**config.mk**
```make
export PLATFORM = sky130hd
export DESIGN_NAME = fft_reorder_buf
export DESIGN_NICKNAME = d
export VERILOG_FILES = /design/src/rtl/fft_reorder_buf.sv
export SDC_FILE = /design/constraint.sdc
export NUM_CORES = 1
export LEC_CHECK = 0
export CELL_PAD_IN_SITES_DETAIL_PLACEMENT = 1
export CELL_PAD_IN_SITES_GLOBAL_PLACEMENT = 2
export CORE_MARGIN = 2
export CORE_UTILIZATION = 48
export DETAILED_ROUTE_END_ITERATION = 7
export GPL_TIMING_DRIVEN = 0
export MAX_ROUTING_LAYER = met4
export PLACE_DENSITY = 0.82
export SLEW_MARGIN = 20
export SYNTH_ARGS = -nofsm -noshare
export SYNTH_HDL_FRONTEND = slang
export SYNTH_SLANG_ARGS = --single-unit
```
**constraint.sdc**
```tcl
create_clock -name clk -period 7.38 [get_ports clk]
set_input_delay 0.738 -clock clk [delete_from_list [all_inputs] [get_ports clk]]
set_output_delay 0.738 -clock clk [all_outputs]
set_load 0.05 [all_outputs]
```
**src/rtl/fft_reorder_buf.sv**
```systemverilog
// Ping-pong reorder buffer: takes bit-reversed FFT output frames and emits
// each 2^N-point frame in natural order over a valid/ready stream.
module fft_reorder_buf #(
   parameter int N = 3,
   parameter int W = 16
) (
   input  logic         clk,
   input  logic         rst_n,
   input  logic         in_start,
   input  logic         in_valid,
   input  logic [W-1:0] in_re,
   input  logic [W-1:0] in_im,
   output logic         out_valid,
   input  logic         out_ready,
   output logic [W-1:0] out_re,
   output logic [W-1:0] out_im,
   output logic         out_first,
   output logic         out_last,
   output logic         ovf,
   output logic         frame_err
);

   localparam int             DEPTH    = 1 << N;
   localparam logic [N-1:0]   IDX_ZERO = '0;
   localparam logic [N-1:0]   IDX_LAST = N'(DEPTH - 1);

   typedef enum logic [1:0] {W_IDLE, W_FILL, W_DROP} wstate_t;
   typedef enum logic       {R_IDLE, R_DRAIN}         rstate_t;

   function automatic logic [N-1:0] bitrev(input logic [N-1:0] a);
      logic [N-1:0] b;
      for (int i = 0; i < N; i++) b[i] = a[N-1-i];
      return b;
   endfunction

   // Address is {bank, index}; the two banks share one array.
   logic [2*W-1:0] r_mem [0:2*DEPTH-1];

   wstate_t      r_wstate, w_wstate;
   rstate_t      r_rstate, w_rstate;
   logic [1:0]   r_full, w_full;
   logic         r_wbank, w_wbank;
   logic         r_rbank, w_rbank;
   logic [N-1:0] r_wcnt, w_wcnt;
   logic [N-1:0] r_rcnt, w_rcnt;
   logic [W-1:0] r_out_re, r_out_im;
   logic         r_out_valid, w_out_valid;
   logic         r_out_first, w_out_first;
   logic         r_out_last, w_out_last;
   logic         r_ovf, w_ovf;
   logic         r_frame_err, w_frame_err;

   logic         w_we, w_set_full, w_clr_full, w_load;
   logic [N:0]   w_waddr, w_raddr;
   logic [2*W-1:0] w_rdata;
   logic         w_rd_done, w_wbank_free, w_other;

   // A bank whose last word is handed off this edge may be refilled this edge.
   assign w_rd_done    = (r_rstate == R_DRAIN) && r_out_valid && out_ready && r_out_last;
   assign w_wbank_free = !r_full[r_wbank] || (w_rd_done && (r_rbank == r_wbank));
   assign w_other      = ~r_rbank;
   assign w_rdata      = r_mem[w_raddr];

   // Write side: scatter incoming samples to their natural-order slots.
   always_comb begin
      w_wstate    = r_wstate;
      w_wcnt      = r_wcnt;
      w_wbank     = r_wbank;
      w_we        = 1'b0;
      w_waddr     = {r_wbank, bitrev(r_wcnt)};
      w_set_full  = 1'b0;
      w_ovf       = r_ovf;
      w_frame_err = r_frame_err;
      case (r_wstate)
         W_FILL: begin
            if (in_valid) begin
               w_we = 1'b1;
               if (in_start) begin
                  w_frame_err = 1'b1;
                  w_waddr     = {r_wbank, IDX_ZERO};
                  w_wcnt      = N'(1);
               end else if (r_wcnt == IDX_LAST) begin
                  w_set_full = 1'b1;
                  w_wbank    = ~r_wbank;
                  w_wcnt     = IDX_ZERO;
                  w_wstate   = W_IDLE;
               end else begin
                  w_wcnt = r_wcnt + N'(1);
               end
            end
         end
         default: begin
            if (in_valid && in_start) begin
               if (w_wbank_free) begin
                  w_we     = 1'b1;
                  w_waddr  = {r_wbank, IDX_ZERO};
                  w_wcnt   = N'(1);
                  w_wstate = W_FILL;
               end else begin
                  w_ovf    = 1'b1;
                  w_wstate = W_DROP;
               end
            end
         end
      endcase
   end

   // Read side: walk a full bank linearly, chaining into the other bank.
   always_comb begin
      w_rstate    = r_rstate;
      w_rbank     = r_rbank;
      w_rcnt      = r_rcnt;
      w_out_valid = r_out_valid;
      w_out_first = r_out_first;
      w_out_last  = r_out_last;
      w_load      = 1'b0;
      w_raddr     = {r_rbank, r_rcnt};
      w_clr_full  = 1'b0;
      case (r_rstate)
         R_IDLE: begin
            if (r_full[r_rbank]) begin
               w_load      = 1'b1;
               w_raddr     = {r_rbank, IDX_ZERO};
               w_rcnt      = IDX_ZERO;
               w_out_valid = 1'b1;
               w_out_first = 1'b1;
               w_out_last  = 1'b0;
               w_rstate    = R_DRAIN;
            end
         end
         R_DRAIN: begin
            if (r_out_valid && out_ready) begin
               if (r_out_last) begin
                  w_clr_full = 1'b1;
                  w_rbank    = w_other;
                  w_out_last = 1'b0;
                  if (r_full[w_other]) begin
                     w_load      = 1'b1;
                     w_raddr     = {w_other, IDX_ZERO};
                     w_rcnt      = IDX_ZERO;
                     w_out_first = 1'b1;
                  end else begin
                     w_out_valid = 1'b0;
                     w_out_first = 1'b0;
                     w_rstate    = R_IDLE;
                  end
               end else begin
                  w_rcnt      = r_rcnt + N'(1);
                  w_load      = 1'b1;
                  w_raddr     = {r_rbank, w_rcnt};
                  w_out_first = 1'b0;
                  w_out_last  = (w_rcnt == IDX_LAST);
               end
            end
         end
         default: ;
      endcase
   end

   // Clear before set: the set targets the write bank, which is never the
   // bank being retired on the same edge.
   always_comb begin
      w_full = r_full;
      if (w_clr_full) w_full[r_rbank] = 1'b0;
      if (w_set_full) w_full[r_wbank] = 1'b1;
   end

   always_ff @(posedge clk or negedge rst_n) begin
      if (!rst_n) begin
         r_wstate    <= W_IDLE;
         r_rstate    <= R_IDLE;
         r_full      <= 2'b00;
         r_wbank     <= 1'b0;
         r_rbank     <= 1'b0;
         r_wcnt      <= '0;
         r_rcnt      <= '0;
         r_out_re    <= '0;
         r_out_im    <= '0;
         r_out_valid <= 1'b0;
         r_out_first <= 1'b0;
         r_out_last  <= 1'b0;
         r_ovf       <= 1'b0;
         r_frame_err <= 1'b0;
      end else begin
         r_wstate    <= w_wstate;
         r_rstate    <= w_rstate;
         r_full      <= w_full;
         r_wbank     <= w_wbank;
         r_rbank     <= w_rbank;
         r_wcnt      <= w_wcnt;
         r_rcnt      <= w_rcnt;
         r_out_valid <= w_out_valid;
         r_out_first <= w_out_first;
         r_out_last  <= w_out_last;
         r_ovf       <= w_ovf;
         r_frame_err <= w_frame_err;
         if (w_load) begin
            r_out_re <= w_rdata[2*W-1:W];
            r_out_im <= w_rdata[W-1:0];
         end
      end
   end

   // NOTE: storage has no reset; the full flags alone decide what is valid.
   always_ff @(posedge clk) begin
      if (w_we) r_mem[w_waddr] <= {in_re, in_im};
   end

   assign out_valid = r_out_valid;
   assign out_re    = r_out_re;
   assign out_im    = r_out_im;
   assign out_first = r_out_first;
   assign out_last  = r_out_last;
   assign ovf       = r_ovf;
   assign frame_err = r_frame_err;

endmodule
```
# --- Yosys cells after proc, flatten, opt, wreduce, memory -nomap -nowiden ---
# Memories as Yosys holds them, arrays and structs flattened. A register that Yosys moved wholly into a read port is not among the register bits.
# Cells that the tools add are included.
op_classes:
  addsub: 2
  order_cmp: 5
  eq_ne: 12
  muxes: 71
  bitwise: 9
  reduce_logical: 22
op_table:
  columns: ["operator", "n"]
  rows:
  - ["$mux W3", 16]
  - ["$mux W1", 35]
  - ["$mux W2", 8]
  - ["$reduce_and A3 Y1", 5]
  - ["$mux W4", 3]
  - ["$reduce_and A4 Y1", 3]
  - ["$ne A2 B2 Y1 const B", 5]
  - ["$pmux W1 S2", 5]
  - ["$logic_and A1 B1 Y1", 8]
  - ["$pmux W4 S2", 1]
  - ["$add A3 B1 Y3 const B", 2]
  - ["$eq A3 B3 Y1 const B", 2]
  - ["$lt A1 B2 Y1 const B", 3]
  - ["$not A1 Y1", 6]
  - ["$pmux W3 S2", 1]
  - ["$ne A2 B1 Y1 const B", 2]
  - ["$reduce_bool A2 Y1", 2]
  - ["$ne A3 B2 Y1 const B", 1]
  - ["$and A2 B2 Y2", 1]
  - ["$demux W1 S1", 2]
  - ["$eq A2 B1 Y1 const B", 1]
  - ["$ge A1 B1 Y1 const B", 2]
  - ["$logic_not A1 Y1", 2]
  - ["$not A2 Y2", 1]
  - ["other kinds (4)", 4]
word_totals:
  reg_bits: 18
  mem_bits_rw: 512
  input_bits: 37
  out_inout_bits: 37
  elab_cells: 134
  memories: 1
mem_list:
  columns: ["memory", "depth", "word_bits", "read_ports", "rd_ports_with_merged_regs", "wr", "line_no", "rtl"]
  rows:
  - ["r_mem", 16, 32, 1, 1, 1, "37", "logic [2*W-1:0] r_mem [0:2*DEPTH-1];"]

# --- Logic depth before layout (Yosys ltp) ---
depth:
  depth_word: 10
  depth_mapped: 13
  depth_no_buf: 10

# --- Worst setup path after synthesis ---
# Ideal clock, no wire load.
synth_timing:
  path_type: "in2reg"
  from: "input out_ready"
  to: "memory r_mem[1][0] (netlist name), enable pin"
  setup_ns: 0.425
  arrival_time_ns: 3.411
  slack_ns: 3.544
  stages: 8
  n_path_buf: 1
  cell_sequence: "and3_1 > buf_2 > nand2_1 > o21ai_0 > mux2_2 > o21bai_1 > nand3b_1 > nor2b_1"
synth_between:
  elab_chain_cells: 9
  word_cells_on_any_way: 12
  classes_between: "mux (8); reduce/logical (4)"
synth_rtl:
  columns: ["item", "line_no", "rtl"]
  rows:
  - ["start: declaration", "14", "input logic out_ready,"]
  - ["$logic_and A1 B1 Y1 (*) (2 in series)", "59", "assign w_rd_done = (r_rstate == R_DRAIN) && r_out_valid && out_ready && r_out_last;"]
  - ["$logic_and A1 B1 Y1 (*)", "60", "assign w_wbank_free = !r_full[r_wbank] || (w_rd_done && (r_rbank == r_wbank));"]
  - ["$logic_or A1 B1 Y1 (*)", "60", null]
  - ["$mux W1", "94", "if (w_wbank_free) begin"]
  - ["$mux W1", "93", "if (in_valid && in_start) begin"]
  - ["$mux W1", "74", "case (r_wstate)"]
  - ["$mux W1", "206", "if (w_we) r_mem[w_waddr] <= {in_re, in_im};"]
  - ["$mux W1 (not written as such)", "206", null]
  - ["end: declaration", "37", null]
# Every way passes the cells marked *; elsewhere a longest branch is shown, timed or not.

# --- Worst setup path in the final report ---
layout_timing:
  from: "register r_rstate"
  to: "memory r_mem[5][15] (netlist name), enable pin"
layout_between:
  elab_chain_cells: 10
  word_cells_on_any_way: 13
  classes_between: "mux (8); reduce/logical (5)"
layout_rtl:
  columns: ["item", "line_no", "rtl"]
  rows:
  - ["start: declaration", "40", "rstate_t r_rstate, w_rstate;"]
  - ["start signal: assignment", "186", "r_rstate <= w_rstate;"]
  - ["$logic_and A1 B1 Y1 (*) (3 in series)", "59", null]
  - ["$logic_and A1 B1 Y1 (*)", "60", null]
  - ["$logic_or A1 B1 Y1 (*)", "60", null]
  - ["$mux W1", "94", null]
  - ["$mux W1", "93", null]
  - ["$mux W1", "74", null]
  - ["$mux W1", "206", null]
  - ["$mux W1 (not written as such)", "206", null]
# Marks and branches as above.

==> impl_summary.md <==
Yosys
Yosys printed 0 warnings. The summed instance area of the synthesized netlist is 0.0220 mm2. The adder and majority cell fraction of the synthesized area is less than 1%. The multiplexer share of the synthesized area is 2.63%. The total of flip-flops plus latches after synthesis is 562. By area the synthesized netlist is led by edfxtp_1, nand2_1, dfrtp_1, nand3_1, mux2i_1. For this run, the leading register cell type out of synthesis is edfxtp_1.

The mean post-synth cell area is between 10 and 15 um2. Summed over all instances, the cell type with the most area after synthesis is edfxtp_1. Of the post-synthesis cell area, the dominant cell type holds a little over two thirds.

By area, the combinational part of the netlist is dominated by simple AND/OR/NAND/NOR gates. Of the total synthesized cell area, the portion taken by XOR and XNOR cells is less than 1%. In the synthesized netlist, the cells that appear most often are edfxtp_1, nand2_1, nand3_1. The number of synthesized flops with an enable pin is around 510. The post-synthesis async set-or-reset flop share is around 9%. The post-synthesis net count is approximately 1600.

Summing the areas of all compound-gate instances in the mapped netlist gives under 10% of the synthesized area. The post-synthesis instance total is 1551. By instance count, the leading cell after synthesis is edfxtp_1. The post-synthesis simple-gate area fraction is a little under an eighth. The count of unique library cells instantiated by Yosys is 49.

The sequential area share after synthesis is roughly three quarters.

Routing
The routed via count is between 10000 and 15000. The number of DRC violations after detailed-routing iteration 0 is between 1000 and 1500. The detailed-route wire length is between 60 and 70 mm. The first detailed-routing pass took 5 iterations. For this run, design rule violations remaining after detail routing come to 0.

The residual antenna-violating net count after detailed routing is 0. After detailed routing, the average wire length per cell comes to around 27 um. Dividing the detail-routed via count by the number of cells gives about 5.9.

STA
In the final timing run, aggregate negative setup slack is 0 ps. The highest attainable clock frequency is 280 MHz. The final clock skew is between 20 and 25 ps.

The hold violation total from the final report was 0. Setup violations remaining at the end of the flow were counted as 0. For the pin with the worst max-slew slack, the measured transition is roughly 960 ps. The max-slew violation count is 0. Setup slack closes at around 3800 ps. Setup repair after global routing left no endpoint under its margin. The worst path uses around half of the clock period.

The tightest slew margin relative to the limit is approximately 36%. The shortest period the worst path allows is 3580 ps.

Clock tree
The CTS tree is done. The number of buffers added for setup after CTS is 0. The buffer cell driving the clock tree root is clkbuf_16.

The number of gates resized after CTS is 0. The level count of the clock H-tree is 2. The number of clock sinks is 562. Clock-pin slew was measured on the worst setup and hold paths at ~60 ps. The insertion delay of the later-clocked pin in the worst-skew pair is between 600 and 700 ps. After clock tree synthesis, the flow added hold-fix buffers numbering 0. The maximum buffer depth of the clock tree is 3. The number of buffers inserted during clock tree synthesis is 57.

Floorplanning
For this configuration, the core starts out at a cell density of between 40% and 50%. Pin placement for this block handled between 70 and 80 I/O pins. The die is between 200 and 250 um wide.

The floorplan step defined a core boundary enclosing 0.0453 mm2. The die extent in y is 218 um. The overall die area is ~0.047 mm2. Row generation in the floorplan step produced 78 rows.

Setup path
The worst setup path is captured at a flip-flop. Among the stages of the critical path, the cell type that occurs most often is buf_2. The critical path data arrival time is approximately 3900 ps. The cell at the slowest stage of the critical path is nor2_4.

The critical path launch point type is a flip-flop. The class of the most critical setup path is flip-flop to flip-flop. Along the worst path, the maximum fanout reaches 18. Data on the critical path is required at its endpoint by approximately 7700 ps. The critical path goes through buf_2, and3_1, buf_2, nand2_1, o21ai_0, mux2_2, o21bai_1, nand3b_1, nor2_4, buf_12. In this design, the stage delay of the slowest critical-path cell is about 700 ps.

Flow run
The total of max-cap violations is 0.

Min path
The class of the tightest hold or removal check is input port to async pin.

Outcome
The run finished with clean final reports.

Layout
In the final layout, the share of cells above drive strength 1 is roughly 11%. The signed area change from the synthesized netlist to the final layout is 17.6%. The number of nets in the final layout is 1745.

Placement
The worst setup slack after placement is 3200 ps. Detailed placement finished with a half-perimeter wire length of between 40 and 50 mm. The congestion estimate from routability-driven global placement came to 0.790. The number of buffers added on ports is 73.

GRT
The number of antenna violations at the first check in global routing is 1. The first global-routing pass estimated 95.1 mm of wire. The total routing resource utilization after global routing is approximately 28%. The maximum number of pins on one net before global-route repair is 29. The number of global-route vias before repair is about 15000.

The remaining global-route overflow is 0.

Power and ir drop
Dividing total power by cell area gives a power density of approximately 420 mW/mm2. The leakage power of the design is roughly 9.0 nW. Across the VDD grid, the largest voltage drop is 0.264 mV.
## state kept, by name, summed over array words and instances (netlist names), 2 cells and up
name,cells
r_rcnt,3
r_full,2
r_mem,512
out_re,16
r_wcnt,3
out_im,16
r_wstate,2
## logic make-up (layout without fill, tap and decap cells)
group,Yosys count,count (layout)
compound gates,225,225
xor+xnor,3,3
fa+ha+maj,4,4
buf+inv,101,300
flops,562,562
mux,57,57
other cells,0,1
simple gates,599,599
## area by class of cell
| cell class | count | area (um2) |
|---|---|---|
| clock buffer | 78 | 1570 |
| tap | 600 | 751 |
| clock inverter | 27 | 176 |
| inverter | 8 | 35.0 |
| fill | 4372 | 19500 |
| timing repair buffer | 94 | 1250 |
| antenna | 1 | 2.50 |
| sequential | 562 | 16600 |
| multi-input combinational | 888 | 4930 |
| buffer | 93 | 500 |
## worst max-delay path, delay by kind of cell, from the launching register on
| kind | cells | cell delay [ps] |
|---|---|---|
| AO/OA/AOI/OAI | 2 | 440 |
| AND/OR/NAND/NOR | 4 | 1480 |
| flip-flops | 1 | 350 |
| buffers and inverters | 3 | 620 |
| multiplexers | 1 | 330 |
## per-stage QoR
step / cell area, um2 / instances / total power, mW / hold WS [ps] / utilization, %
finish: 25800 / 2351 / 10.8 / 29.9 / 57.0
global route: 25800 / 2351 / 11.3 / 45.1 / 57.0
CTS: 25800 / 2350 / 10.9 / 23.7 / 57.0
detailed placement: 24100 / 2245 / 8.15 / 456 / 53.2
global placement: 23500 / 2224 / 7.93 / 452 / 51.8
floorplan: 22000 / 1551 / 6.47 / 442 / -
## cells in the final DEF, fill, tap and decap left out, types with 17 or more instances in the layout
cell type        Yosys  layout
edfxtp_1           512     512
nand2_1            349     349
nand3_1            166     166
clkdlybuf4s50_1      0      72
clkbuf_16            0      57
mux2i_1             55      55
a311oi_1            54      54
dfrtp_1             50      50
a21oi_1             48      48
clkbuf_1            28      43
buf_2               43      43
nor2_1              47      35
o22ai_1             29      29
a22o_1              26      26
o21ai_1             22      22
o21ai_0             18      18
buf_4               16      17
## final timing paths
kind                                    start                      to  slack (ps)  depth (start not counted)
setup / recovery           r_rstate$_DFF_PN0_  r_mem[5][15]$_DFFE_PP_        3800                         10
hold / removal                          rst_n   frame_err$_DFFE_PN0P_          30                          1
setup reg to reg           r_rstate$_DFF_PN0_  r_mem[5][15]$_DFFE_PP_        3800                         10
min in group clk              ovf$_DFFE_PN0P_         ovf$_DFFE_PN0P_         460                          1
hold reg to reg               ovf$_DFFE_PN0P_         ovf$_DFFE_PN0P_         460                          1
max in group asynchronous               rst_n   out_re[1]$_DFFE_PN0P_        6780                          2
## layer usage
metal	global-route usage (%)	vias to the layer above	wire (um)
met2	45.6	504	31400
met1	36.7	7167	26400
met4	10.5	0	2280
li1	-	6154	-
met3	4.49	141	4040
met5	-	-	0
## power breakdown
group / leakage, nW / total [mW] / switching (mW) / internal (mW)
Clock: 0.860 / 2.71 / 1.20 / 1.51
Sequential: 5.21 / 3.90 / 0.134 / 3.76
Combinational: 2.94 / 4.21 / 2.96 / 1.25
Note: power is estimated with default switching activity, not from simulation.
